[src/rtl/instruction_decoder_pipe_if.sv]
// Handshake bundle for instruction_decoder_pipe: producer-side instruction
// stream and consumer-side decoded stream. DUT uses slave, bench uses master.
interface instruction_decoder_pipe_if #(
  parameter int INSTR_W = 8
);
  // Both streams use valid/ready: a transfer happens on a rising edge where
  // valid && ready; the sender holds valid and data stable until it happens.
  logic               in_valid;
  logic               in_ready;
  logic [INSTR_W-1:0] instruction;
  logic               out_valid;
  logic               out_ready;
  logic [3:0]         op_class;
  logic [INSTR_W-1:0] out_instr;

  modport slave (
    input  in_valid, instruction, out_ready,
    output in_ready, out_valid, op_class, out_instr
  );

  modport master (
    output in_valid, instruction, out_ready,
    input  in_ready, out_valid, op_class, out_instr
  );
endinterface

[src/rtl/instruction_decoder_pipe.sv]
// Decodes instruction words into a class code and buffers them in a DEPTH-entry queue.
// Optional per-class saturating statistics counters are enabled by macro DEC_STATS_EN.
module instruction_decoder_pipe #(
  parameter int INSTR_W = 8,
  parameter int DEPTH   = 4,
  parameter int CNT_W   = 16
) (
  input  logic                      clk,
  input  logic                      rst_n,
  instruction_decoder_pipe_if.slave bus,
  output logic [$clog2(DEPTH):0]    level,
  input  logic [3:0]                stat_sel,
  output logic [CNT_W-1:0]          stat_count
);
  localparam int AW = $clog2(DEPTH);
  localparam logic [AW:0] FULL_LVL = (AW+1)'(DEPTH);

  logic [AW-1:0]      rd_ptr, wr_ptr, head_idx;
  logic [3:0]         class_mem [DEPTH];
  logic [INSTR_W-1:0] instr_mem [DEPTH];
  logic [2:0]         top_f, low_f;
  logic [3:0]         in_class;
  logic               push, pop;

  assign top_f = bus.instruction[INSTR_W-1 -: 3];
  assign low_f = bus.instruction[2:0];

  // A field value below 4 is exactly a clear top bit of that field.
  always_comb begin
    in_class = 4'd8;
    if (!top_f[2])      in_class = {2'b00, top_f[1:0]};
    else if (!low_f[2]) in_class = {2'b01, low_f[1:0]};
  end

  assign bus.in_ready  = (level != FULL_LVL) || bus.out_ready;
  assign bus.out_valid = (level != '0);
  assign push = bus.in_valid && bus.in_ready;
  assign pop  = bus.out_valid && bus.out_ready;

  // When empty, the slot just behind rd_ptr still holds the last popped entry.
  assign head_idx      = (level == '0) ? rd_ptr - 1'b1 : rd_ptr;
  assign bus.op_class  = class_mem[head_idx];
  assign bus.out_instr = instr_mem[head_idx];

  always_ff @(posedge clk or negedge rst_n) begin
    if (!rst_n) begin
      rd_ptr <= '0;
      wr_ptr <= '0;
      level  <= '0;
      for (int i = 0; i < DEPTH; i++) begin
        class_mem[i] <= '0;
        instr_mem[i] <= '0;
      end
    end else begin
      if (push) begin
        class_mem[wr_ptr] <= in_class;
        instr_mem[wr_ptr] <= bus.instruction;
        wr_ptr            <= wr_ptr + 1'b1;
      end
      if (pop) rd_ptr <= rd_ptr + 1'b1;
      if (push && !pop)      level <= level + 1'b1;
      else if (pop && !push) level <= level - 1'b1;
    end
  end

`ifdef DEC_STATS_EN
  logic [CNT_W-1:0] cnt [9];
  logic [CNT_W-1:0] sel_val;

  always_comb begin
    sel_val = '0;
    for (int i = 0; i < 9; i++)
      if (stat_sel == 4'(i)) sel_val = cnt[i];
  end

  always_ff @(posedge clk or negedge rst_n) begin
    if (!rst_n) begin
      for (int i = 0; i < 9; i++) cnt[i] <= '0;
      stat_count <= '0;
    end else begin
      for (int i = 0; i < 9; i++)
        if (push && in_class == 4'(i) && cnt[i] != '1) cnt[i] <= cnt[i] + 1'b1;
      stat_count <= sel_val;
    end
  end
`else
  logic stat_unused;
  assign stat_unused = ^stat_sel;
  assign stat_count  = '0;
`endif
endmodule

[src/flat_wrapper.sv]
// flat-port wrapper written by rule: the top's interface ports become plain ports
module instruction_decoder_pipe_flat 
#(
  parameter int INSTR_W = 8,
  parameter int DEPTH   = 4,
  parameter int CNT_W   = 16
)
  (clk, rst_n, level, stat_sel, stat_count, bus_in_valid, bus_instruction, bus_out_ready, bus_in_ready, bus_out_valid, bus_op_class, bus_out_instr);
  instruction_decoder_pipe_if #(.INSTR_W(INSTR_W)) bus_i ();
  input  logic clk;
  input  logic rst_n;
  output logic [$clog2(DEPTH):0] level;
  input  logic [3:0] stat_sel;
  output logic [CNT_W-1:0] stat_count;
  input wire logic [$bits(bus_i.in_valid)-1:0] bus_in_valid;
  input wire logic [$bits(bus_i.instruction)-1:0] bus_instruction;
  input wire logic [$bits(bus_i.out_ready)-1:0] bus_out_ready;
  output wire logic [$bits(bus_i.in_ready)-1:0] bus_in_ready;
  output wire logic [$bits(bus_i.out_valid)-1:0] bus_out_valid;
  output wire logic [$bits(bus_i.op_class)-1:0] bus_op_class;
  output wire logic [$bits(bus_i.out_instr)-1:0] bus_out_instr;
  assign bus_i.in_valid = bus_in_valid;
  assign bus_i.instruction = bus_instruction;
  assign bus_i.out_ready = bus_out_ready;
  assign bus_in_ready = bus_i.in_ready;
  assign bus_out_valid = bus_i.out_valid;
  assign bus_op_class = bus_i.op_class;
  assign bus_out_instr = bus_i.out_instr;
  instruction_decoder_pipe #(.INSTR_W(INSTR_W), .DEPTH(DEPTH), .CNT_W(CNT_W)) u_core (.clk(clk), .rst_n(rst_n), .bus(bus_i), .level(level), .stat_sel(stat_sel), .stat_count(stat_count));
endmodule
[config.mk]
export PLATFORM = sky130hd
export DESIGN_NAME = instruction_decoder_pipe_flat
export DESIGN_NICKNAME = d
export VERILOG_FILES = /design/src/rtl/instruction_decoder_pipe_if.sv /design/src/rtl/instruction_decoder_pipe.sv /design/src/flat_wrapper.sv
export SDC_FILE = /design/constraint.sdc
export NUM_CORES = 1
export LEC_CHECK = 0
export CELL_PAD_IN_SITES_DETAIL_PLACEMENT = 1
export CELL_PAD_IN_SITES_GLOBAL_PLACEMENT = 2
export CORE_UTILIZATION = 35
export CTS_CLUSTER_DIAMETER = 40
export DETAILED_ROUTE_END_ITERATION = 7
export GPL_TIMING_DRIVEN = 0
export PLACE_DENSITY = 0.83
export SYNTH_ARGS = -nofsm -noshare
export SYNTH_HDL_FRONTEND = slang
export SYNTH_SLANG_ARGS = --single-unit
[constraint.sdc]
create_clock -name clk -period 2.7 [get_ports clk]
set_input_delay 0.54 -clock clk [delete_from_list [all_inputs] [get_ports clk]]
set_output_delay 0.54 -clock clk [all_outputs]
set_load 0.01 [all_outputs]
* After elaboration in Yosys (flattened, before gate mapping)
Index checks and enable logic that the tools add are counted.
** Operators by class
- Eq/ne operators :: 1
- Magnitude comparators :: 3
- Reduce and logical (&&, ||, !) cells :: 11
- Add/sub/neg operators :: 5
- Mux-type cells :: 17
- Bitwise gates (word level) :: 2
** Operators by type and width (number)
- $bwmux W32 :: 1
- $mux W8 :: 3
- $mux W4 :: 5
- $bmux W8 S2 :: 1
- $bwmux W16 :: 1
- $demux W8 S2 :: 1
- $bmux W4 S2 :: 1
- $demux W4 S2 :: 1
- $ge A3 B3 Y1 const B :: 2
- $mux W3 :: 2
- $not A2 Y3 :: 2
- $logic_and A1 B1 Y1 :: 5
- $add A2 B1 Y2 const B :: 2
- $add A3 B1 Y3 const B :: 1
- $logic_not A3 Y1 :: 1
- $lt A3 B1 Y1 const B :: 1
- $ne A3 B3 Y1 const B :: 1
- $reduce_bool A3 Y1 :: 1
- $sub A3 B1 Y3 const B :: 1
- $logic_not A1 Y1 :: 2
- $mux W2 :: 1
- $reduce_bool A2 Y1 :: 1
- $sub A2 B1 Y2 const B :: 1
- $logic_or A1 B1 Y1 :: 1
** Storage, ports and cells
- Input port bits :: 16
- Register bits :: 55
- Word-level logic and storage cells :: 50
- Output and inout port bits :: 33

* Longest topological paths before layout
Gate-level depths: netlist of the first run.
- Depth in word-level cells :: 7
- Gate-level depth with buffers :: 11
- Depth with buffers taken out :: 9

* Least setup slack after synthesis of the first run
OpenSTA, ideal clock, no wires.
- Path type :: flip-flop to flip-flop
- Start :: register u_core.level[1]
- End :: register u_core.level[2]
- Arrival time :: 2315 ps
- Required time :: 2621 ps
- Cell stages (with the launch flop) :: 12
- Clock period less this slack :: 2394 ps
- Buffers on the path :: 2
- Slack :: 306 ps
- Setup time :: 79 ps
- Cell sequence :: dfrtp_1 nor3_2 inv_1 buf_2 buf_2 nand2_1 ha_1 inv_1 fa_1 xor2_1 nor2_1 xor2_1
** Between the ends
- Elaborated cells on any way between the ends :: 14
- Those cells by class :: 2 x add/sub; 1 x eq/ne; 2 x mux; 9 x reduce/logical
** RTL lines
- from (decl) :: line instruction_decoder_pipe.sv:11 : output logic [$clog2(DEPTH):0] level,
- from (signal assigned) :: line instruction_decoder_pipe.sv:61 : if (push && !pop) level <= level + 1'b1;
- from (signal assigned) :: line instruction_decoder_pipe.sv:62 : else if (pop && !push) level <= level - 1'b1;
- $reduce_bool A3 Y1 * :: line instruction_decoder_pipe.sv:36 : assign bus.out_valid = (level != '0);
- net bus_out_valid :: line flat_wrapper.sv:19 : output wire logic [$bits(bus_i.out_valid)-1:0] bus_out_valid;
- $logic_and A1 B1 Y1 * :: line instruction_decoder_pipe.sv:38 : assign pop = bus.out_valid && bus.out_ready;
- $logic_not A1 Y1 :: line instruction_decoder_pipe.sv:61
- $logic_and A1 B1 Y1 :: line instruction_decoder_pipe.sv:61
- $mux W3 or $reduce_bool A2 Y1 (tied branches)
The timed path passes the listed nets; every way through them passes the cells marked *. The select of a mux whose other input is x is not followed.
A chain may end at the register's enable or synchronous reset.

* Worst setup path in the final report of the first run
- Start :: register u_core.level[1]
- End :: output port bus_out_instr[7]
** Between the ends
- Cells in the longest elaborated chain, start to end :: 6
** RTL lines
- $logic_not A3 Y1 :: line instruction_decoder_pipe.sv:41 : assign head_idx = (level == '0) ? rd_ptr - 1'b1 : rd_ptr;
- $mux W2 :: line instruction_decoder_pipe.sv:41
- $not A2 Y3 (not written as such) :: line instruction_decoder_pipe.sv:43 : assign bus.out_instr = instr_mem[head_idx];
- $bmux W8 S2 :: line instruction_decoder_pipe.sv:43
- $mux W8 (not written as such) (2 in a row) :: line instruction_decoder_pipe.sv:43
- to (decl) :: line flat_wrapper.sv:21 : output wire logic [$bits(bus_i.out_instr)-1:0] bus_out_instr;
No other way between the ends. The select of a mux whose other input is x is not followed.

==> results_dict.tcl, run 1 <==
set metrics [dict create \
    drive_above_1_share_pct 35.40 \
    synth-xor-area-share_pct 1.989 \
    start_util_pct 36.78 \
    p_per_area_nw_per_um2 1258 \
    maxSlewViolCount 0 \
    clockBufferDepth 2 \
    crit_fanout 7 \
    clk_latency_ns 0.31 \
    die_x_um 95.86 \
    yosys.area.top_type "dfrtp_1" \
    finalNetCount 360 \
    cts_tree "yes" \
    finalHoldViolCount 0 \
    io_buffers 26 \
    drc_errors 0 \
    gr-usage-all-layers_pct 18.61 \
    setup_viol 0 \
    worst_setup_path_end_kind "output port" \
    synth_cell_types 32 \
    yosys_register_bits 55 \
    synth_top_family_by_area "multiplexers" \
    yosysWarnings 0 \
    synth_mux_area_share_pct 24.84 \
    detail-route-antenna-nets 0 \
    avgSynthCellArea_um2 11.01 \
    fin_worst_skew_ns 0.009145 \
    worstPathArrival_ns 2.08 \
    worst_pin_slew_ns 0.7339 \
    synthAdderAreaFrac_pct 2.679 \
    dpl.cell_count 427 \
    fin_crit_sh_pct 96.92 \
    outcome "complete, no violations" \
    ios 49 \
    max-slew-margin-rel_pct 51.07 \
    synthSimpleGateAreaFrac_pct 11.44 \
    routed_wl_um 7550 \
    dpl_cell_area_um2 3546 \
    peakVddDrop_mv 0.5485 \
    leakagePower_nw 1.731 \
    synth_compound_area_share_pct 5.804 \
    antenna_found_initial 0 \
    async_reset_ff_share_pct 100.0 \
    clock-sinks 55 \
    antennaDiodeCount 0 \
    synth-edff-count 0 \
    design_area_um2 3765 \
    fp.dieArea_um2 9188 \
    drt_iter0_drc 80 \
    cts_hold_repair.buffers 0 \
    seq_area_frac_synth_pct 44.64 \
    synthMostInstantiatedCell "dfrtp_1" \
    grt_pass1_vias 2344 \
    first_pass_iters 4 \
    clk_pin_slew_ns 0.10 \
    hp-class "in2async" \
    cp.required_ns 2.16 \
    power_mw 4.736 \
    clock.fmax_mhz 382.1 \
    synth_top_cells_by_area "dfrtp_1, mux2_2, mux4_2" \
    synthCells 280 \
    rsz0062_at_grt "true" \
    path_class "reg2out" \
    start_kind "flip-flop" \
    wl_per_cell_um 17.00 \
    fin_cells 444 \
    maxCapViolCount 0 \
    fin_ws_ns 0.08304 \
    area_growth_pct 22.12 \
    numCtsBuffers 5 \
    pre_cts_ws_ns -0.6656 \
    n_fill_cell 960 \
    cts_max_level 2 \
    gp_congestion 0.7249 \
    ys.flop_type "dfrtp_1" \
    vias 2173 \
    grt_overflow 0 \
    die_h_um 95.86 \
    fin_crit_ns 2.617 \
    grt_max_degree 31 \
    synth_commonest_cells "dfrtp_1, nor2_1, mux2_2" \
    syn_area_um2 3083 \
    dp_hpwl_um 5141 \
    grt_pass1_wl_um 12460 \
    yosysTopAreaCellShare_pct 44.64 \
    core-area_um2 8382 \
    reg2reg_slack_ns 0.21 \
    fp-row-count 33 \
    routed_via_density 4.894 \
    root_buffer "clkbuf_8" \
]
==> cell families (layout without fill, tap and decap cells) <==
| family | count (synthesis) | after routing |
|---|---|---|
| AO/OA/AOI/OAI | 33 | 33 |
| flip-flops | 55 | 55 |
| other | 1 | 16 |
| adder cells (fa/ha/maj) | 6 | 6 |
| AND/OR/NAND/NOR | 79 | 79 |
| multiplexers | 57 | 57 |
| buffers and inverters | 42 | 86 |
| XOR/XNOR | 7 | 7 |
==> repair_timing <==
item / 4_1_cts / 5_1_grt
gates resized for setup: 45 / 21
setup buffers: 8 / 0
gates cloned: 2 / 0
pin swaps: 1 / 0
endpoints found under the setup margin: 15 / 12
==> routing by layer <==
metal  track usage [%]  vias up  share of wire (%)
li1                  -     1033                  -
met1             24.67     1091                 46
met2             32.44       42                 50
met3             2.607        7                3.7
met4             3.731        0               0.79
met5                 0        -                  0
==> critical path: stages (launching register included) <==
cell	delay (ns)
dfrtp_2	0.43
nor3_4	0.22
buf_12	0.14
buf_4	0.15
nor2_1	0.04
mux4_2	0.48
a21oi_2	0.15
buf_2	0.15
==> worst paths after layout <==
kind	startpoint	to	cells after the start
max reg2reg	u_core.level[1]$_DFFE_PN0P_	u_core.level[1]$_DFFE_PN0P_	9
min reg2reg	u_core.class_mem[14]$_DFFE_PN0P_	u_core.class_mem[14]$_DFFE_PN0P_	2
min in group clk	u_core.class_mem[14]$_DFFE_PN0P_	u_core.class_mem[14]$_DFFE_PN0P_	2
max in group asynchronous	rst_n	u_core.instr_mem[27]$_DFFE_PN0P_	2
max	u_core.level[1]$_DFFE_PN0P_	bus_out_instr[7]	7
min	rst_n	u_core.class_mem[5]$_DFFE_PN0P_	1
==> power by group <==
part | total [mW] | switching [mW] | internal, mW
combinational | 2.63 | 1.26 | 1.37
sequential | 1.53 | 0.294 | 1.24
clock | 0.576 | 0.275 | 0.301
==> registers in the layout (all words and copies together), names as in the netlist <==
name,flops
u_core.class_mem,16
u_core.level,3
u_core.wr_ptr,2
u_core.instr_mem,32
u_core.rd_ptr,2
==> layout make-up <==
class                           instances  area (um2)  share of cell area [%]
Multi-Input combinational cell        198        1516                   40.28
Sequential cell                        55        1380                   36.66
Timing Repair Buffer                   37       317.8                   8.441
Buffer                                 34       275.3                   7.311
Tap cell                              105       131.4                   3.490
Clock buffer                            6       82.58                   2.193
Clock inverter                          2       35.03                  0.9305
Inverter                                7       26.28                  0.6979
==> through the flow <==
stage	TNS, ns	hold slack (ns)	utilization [%]
detailed placement	-7.684	0.4705	42.30
global route	-0.005213	0.3211	44.92
floorplan	0	0.2444	-
CTS	0	0.2925	45.41
finish	0	0.2740	44.92
global placement	-46.68	0.4626	42.13
==> layout by cell type, fill, tap and decap left out, types with 2 or more instances in the layout <==
cell,count
dfrtp_1,52
nor2_1,48
mux2_2,30
buf_4,27
nand2_1,16
conb_1,16
a21oi_1,14
o21ai_0,14
mux2i_1,12
clkdlybuf4s50_1,12
clkbuf_2,11
mux4_2,11
buf_2,8
inv_1,7
clkbuf_8,6
buf_6,5
xnor2_1,5
ha_1,5
nor2b_1,4
buf_12,4
mux2_4,4
nand3_2,3
nand3_1,3
dfrtp_2,3
xor2_1,2
Power figures use the tool's default switching activity.
==> inputs of run 2 (changes only) <==
--- a/config.mk
+++ b/config.mk
@@ -13,2 +13,3 @@
 export GPL_TIMING_DRIVEN = 0
+export HOLD_SLACK_MARGIN = 0.06
 export PLACE_DENSITY = 0.83
--- a/constraint.sdc
+++ b/constraint.sdc
@@ -3,2 +3,2 @@
 set_output_delay 0.54 -clock clk [all_outputs]
-set_load 0.01 [all_outputs]
+set_load 0.02 [all_outputs]
==> run 2 against run 1 <==
Hold slack got worse by 0.0044 ns; critical path depth fell by 2; first-iteration DRC count rose by 3.8%; final area fell by 0.20%; combinational power rose by 8.7%; sequential power barely moved; clock skew rose by 0.0027 ns; register-to-register slack barely moved.
==> results_dict.tcl, run 2 (synthesized netlist as in run 1, its figures left out) <==
set metrics [dict create \
    outcome "complete, no violations" \
    max-slew-margin-rel_pct 51.17 \
    worstPathArrival_ns 2.05 \
    pre_cts_ws_ns -0.7253 \
    gr-usage-all-layers_pct 18.13 \
    core-area_um2 8382 \
    rr_worst_depth 9 \
    largest_reg_flops 32 \
    hp-class "in2async" \
    setup_viol 0 \
    drive_above_1_share_pct 35.88 \
    clockBufferDepth 2 \
    maxCapViolCount 0 \
    vias 2201 \
    clk_latency_ns 0.32 \
    worst_pin_slew_ns 0.7324 \
    cp_cell_sequence "buf_2 > buf_4 > mux4_2 > a21oi_1 > buf_4" \
    drt_iter0_drc 83 \
    antenna_found_initial 0 \
    drc_errors 0 \
    cp.required_ns 2.16 \
    maxSlewViolCount 0 \
    cts_max_level 2 \
    dp_hpwl_um 5141 \
    die_h_um 95.86 \
    worst_setup_path_end_kind "output port" \
    start_util_pct 36.78 \
    fin_crit_sh_pct 95.93 \
    gp_congestion 0.7249 \
    layout_commonest_cell "dfrtp_1" \
    fp-row-count 33 \
    grt_pass1_wl_um 12170 \
    grt_pass1_vias 2288 \
    crit_fanout 10 \
    postLayoutCoreUtil_pct 44.83 \
    start_kind "flip-flop" \
    fin_ws_ns 0.1100 \
    grt_overflow 0 \
    slowest_delay_ns 0.54 \
    rsz0062_at_grt "false" \
    detail-route-antenna-nets 0 \
    path_class "reg2out" \
    die_x_um 95.86 \
    wl_per_cell_um 16.92 \
    clk_pin_slew_ns 0.11 \
    clock.fmax_mhz 386.1 \
    n_fill_cell 964 \
    p_per_area_nw_per_um2 1323 \
    reg2reg_slack_ns 0.21 \
    reg_top3 "u_core.instr_mem (32), u_core.class_mem (16), u_core.level (3)" \
    cts_tree "yes" \
    grt_max_degree 31 \
    antennaDiodeCount 0 \
    ios 49 \
    fin_crit_ns 2.590 \
    finalNetCount 361 \
    slowest_stage "mux4_2" \
    finalHoldViolCount 0 \
    cts_hold_repair.buffers 0 \
    leakagePower_nw 1.725 \
    first_pass_iters 4 \
    most-common-layout-cells "dfrtp_1, nor2_1, mux2_2" \
    regToRegStartpoint "u_core.level[1]$_DFFE_PN0P_" \
    routed_wl_um 7529 \
    numCtsBuffers 5 \
    peakVddDrop_mv 0.6037 \
    fin_worst_skew_ns 0.01186 \
    r2r_end "u_core.level[1]$_DFFE_PN0P_" \
    regMostFlops "u_core.instr_mem" \
    fp.dieArea_um2 9188 \
    area_growth_pct 21.87 \
    root_buffer "clkbuf_8" \
    routed_via_density 4.946 \
    clock-sinks 55 \
    io_buffers 26 \
    cpMostUsedCell "buf_4" \
]
[run 2: power breakdown]
group	internal, mW	switching (mW)	total (mW)
Combinational	1.39	1.47	2.86
Sequential	1.24	0.290	1.53
Clock	0.301	0.280	0.581
[run 2: routing by layer]
metal | GRT usage, % | share of wire, % | routed length (um)
met2 | 30.54 | 48 | 3651
met3 | 2.607 | 3.4 | 259
met4 | 3.731 | 1.1 | 82
met1 | 24.87 | 47 | 3535
met5 | 0 | 0 | 0
[run 2: worst max-delay path by stage]
stage	startpoint	to	slack (ns)	depth (start not counted)
2_1_floorplan	u_core.level[0]$_DFFE_PN0P_	bus_out_instr[3]	0.15	7
3_3_place_gp	u_core.level[0]$_DFFE_PN0P_	bus_out_instr[1]	-0.73	6
3_5_place_dp	u_core.level[0]$_DFFE_PN0P_	bus_out_instr[1]	-0.73	6
4_1_cts	u_core.level[1]$_DFFE_PN0P_	bus_out_instr[7]	0.003	7
5_1_grt	u_core.level[1]$_DFFE_PN0P_	bus_out_instr[0]	0.0005	7
6_report	u_core.rd_ptr[0]$_DFFE_PN0P_	bus_out_instr[5]	0.11	5
[run 2: per-stage QoR]
stage               instance area [um2]  total power [mW]  hold WS (ns)  instances  setup TNS (ns)
CTS                                3729             4.986        0.2925        440               0
detailed placement                 3546             4.414        0.4705        427          -8.429
floorplan                          3139             3.387        0.2444        295               0
global route                       3757             5.345        0.3222        445               0
global placement                   3531             4.314        0.4626        426          -47.42
finish                             3757             4.970        0.2695        445               0
[run 2: what timing repair did]
action,CTS,global route
gates resized for setup,64,14
cloned,1,1
pin swaps,1,0
setup buffers,5,4
endpoints found under the setup margin,16,11
[run 2: critical path, delay by kind of cell, from the launching register on]
kind,cells,cell delay [ns]
buffers and inverters,3,0.73
multiplexers,1,0.54
flip-flops,1,0.33
AO/OA/AOI/OAI,1,0.13
[run 2: final cells by class]
type / instances / area [um2] / share of cell area [%]
inverter: 7 / 26.28 / 0.6993
sequential: 55 / 1380 / 36.73
tap: 105 / 131.4 / 3.497
timing repair buffer: 38 / 307.8 / 8.192
clock buffer: 6 / 82.58 / 2.198
multi-input combinational: 198 / 1515 / 40.33
buffer: 34 / 279.0 / 7.426
clock inverter: 2 / 35.03 / 0.9324
==> inputs of run 3 (changes only) <==
Settings changed: CELL_PAD_IN_SITES_DETAIL_PLACEMENT 1 to unset, CELL_PAD_IN_SITES_GLOBAL_PLACEMENT 2 to unset, CORE_MARGIN set to 2, CORE_UTILIZATION 35 to 46, PLACE_DENSITY 0.83 to 0.73.
==> run 3 against run 2 <==
Via count down 0.82%; hold slack got worse by 0.090 ns; total power down 1.9%; clock skew down 0.0058 ns; wire length decreased by 13%; combinational power about the same; highest routed layer unchanged.
==> results_dict.tcl, run 3 (synthesized netlist as in run 1, its figures left out) <==
set metrics [dict create \
    layout_commonest_cell "dfrtp_1" \
    cts_tree "yes" \
    finalHoldViolCount 0 \
    crit_start "u_core.level[0]$_DFFE_PN0P_" \
    cp_cell_sequence "nor3_4 > buf_4 > nor2_1 > mux4_2 > a21oi_2 > buf_4" \
    clockBufferDepth 2 \
    grtUsageMet2_pct 30.51 \
    fin_crit_ns 2.672 \
    p_per_area_nw_per_um2 1327 \
    rsz0062_at_grt "true" \
    regToRegStartpoint "u_core.level[0]$_DFFE_PN0P_" \
    dp_hpwl_um 4473 \
    start_kind "flip-flop" \
    cp.required_ns 2.16 \
    antennaDiodeCount 0 \
    worstPathArrival_ns 2.13 \
    postLayoutCoreUtil_pct 57.18 \
    io_buffers 26 \
    grt_pass1_wl_um 10830 \
    grt_overflow 0 \
    root_buffer "clkbuf_8" \
    fin_cells 412 \
    finalSetupTns_ns 0 \
    reg2reg_slack_ns 0.23 \
    fp.dieArea_um2 7373 \
    dpl_cell_area_um2 3511 \
    maxCapViolCount 0 \
    grt_use_met1_pct 26.54 \
    worst_setup_path_end_kind "output port" \
    peakVddDrop_mv 0.7182 \
    cts_hold_repair.buffers 0 \
    die_h_um 85.87 \
    finalNetCount 356 \
    die_x_um 85.87 \
    design_area_um2 3672 \
    fin_worst_skew_ns 0.006108 \
    drt_iter0_drc 167 \
    busiest_layer "met2" \
    fin_ws_ns 0.02818 \
    clk_pin_slew_ns 0.10 \
    drc_errors 0 \
    slowest_delay_ns 0.49 \
    setup_viol 0 \
    cts_max_level 2 \
    slowest_stage "mux4_2" \
    grt_pass1_vias 2159 \
    routed_via_density 5.299 \
    outcome "complete, no violations" \
    path_class "reg2out" \
    grt_max_degree 37 \
    crit_fanout 10 \
    n_fill_cell 550 \
    whs_ns 0.1800 \
    clock-sinks 55 \
    fp-row-count 29 \
    clock.fmax_mhz 374.3 \
    ios 49 \
    detail-route-antenna-nets 0 \
    vias 2183 \
    area_growth_pct 19.12 \
    gr-usage-all-layers_pct 19.12 \
    antenna_found_initial 0 \
    wl_per_cell_um 15.81 \
    routed_wl_um 6515 \
    first_pass_iters 6 \
    dpl.cell_count 399 \
    core-area_um2 6422 \
    cpMostUsedCell "buf_4" \
    maxSlewViolCount 0 \
    leakagePower_nw 1.689 \
    reg_top3 "u_core.instr_mem (32), u_core.class_mem (16), u_core.level (3)" \
    pre_cts_ws_ns -0.6004 \
    grt_use_met3_pct 4.620 \
    start_util_pct 48.00 \
    numCtsBuffers 5 \
    drive_above_1_share_pct 35.82 \
    regMostFlops "u_core.instr_mem" \
    gp_congestion 0.8270 \
    hp-class "in2async" \
    power_mw 4.874 \
    fin_crit_sh_pct 98.96 \
    most-common-layout-cells "dfrtp_1, nor2_1, buf_4" \
    clk_latency_ns 0.31 \
    largest_reg_flops 32 \
]
## run 3: cell types whose count changed in the layout (fill, tap and decap cells not counted)
cell / change
buf_8: -1
buf_4: +8
a21oi_2: +4
clkbuf_4: -1
clkinv_2: -1
buf_6: -4
clkinvlp_4: +1
inv_1: +1
buf_2: -6
bufinv_16: -1
inv_2: -1
a21oi_1: -4
## run 3: worst paths after layout
kind,to,cells after the start
worst max-delay path,bus_out_instr[4],6
worst max register to register,u_core.level[1]$_DFFE_PN0P_,9
min in group clk,u_core.class_mem[5]$_DFFE_PN0P_,2
worst min register to register,u_core.class_mem[5]$_DFFE_PN0P_,2
worst min-delay path,u_core.instr_mem[16]$_DFFE_PN0P_,1
max in group asynchronous,u_core.level[1]$_DFFE_PN0P_,2
## run 3: repair_timing
item                       in CTS  in global routing
gates resized for setup        72                 10
setup endpoints to repair      16                 12
buffers inserted                6                  2
pin swaps                       1                  1
## run 3: power breakdown
| part | leakage [nW] | total (mW) | internal, mW | switching (mW) |
|---|---|---|---|---|
| logic | 0.976 | 2.84 | 1.40 | 1.44 |
| clock network | 0.0505 | 0.504 | 0.234 | 0.270 |
| registers | 0.663 | 1.53 | 1.24 | 0.292 |
| total | 1.69 | 4.87 | 2.88 | 2.00 |
## run 3: worst max-delay path: cells and delay by family (launching register included)
| family | cells | cell delay (ns) |
|---|---|---|
| muxes | 1 | 0.49 |
| and+or+nand+nor | 2 | 0.35 |
| buffers and inverters | 2 | 0.41 |
| DFF | 1 | 0.43 |
| AOI/OAI and AO/OA | 1 | 0.13 |
## run 3: layer usage
| layer | share of wire, % | vias up |
|---|---|---|
| met5 | 0 | - |
| met4 | 0.87 | 0 |
| met3 | 5.2 | 6 |
| met2 | 48 | 61 |
| met1 | 46 | 1090 |
| li1 | - | 1026 |
## run 3: layout make-up
| type | instances | area, um2 | share of cell area, % |
|---|---|---|---|
| Multi-Input combinational cell | 198 | 1530 | 41.67 |
| Sequential cell | 55 | 1380 | 37.58 |
| Timing Repair Buffer | 35 | 299.0 | 8.143 |
| Buffer | 32 | 236.5 | 6.440 |
| Clock buffer | 7 | 96.34 | 2.624 |
| Tap cell | 77 | 96.34 | 2.624 |
| Inverter | 7 | 26.28 | 0.7155 |
| Clock inverter | 1 | 7.507 | 0.2044 |
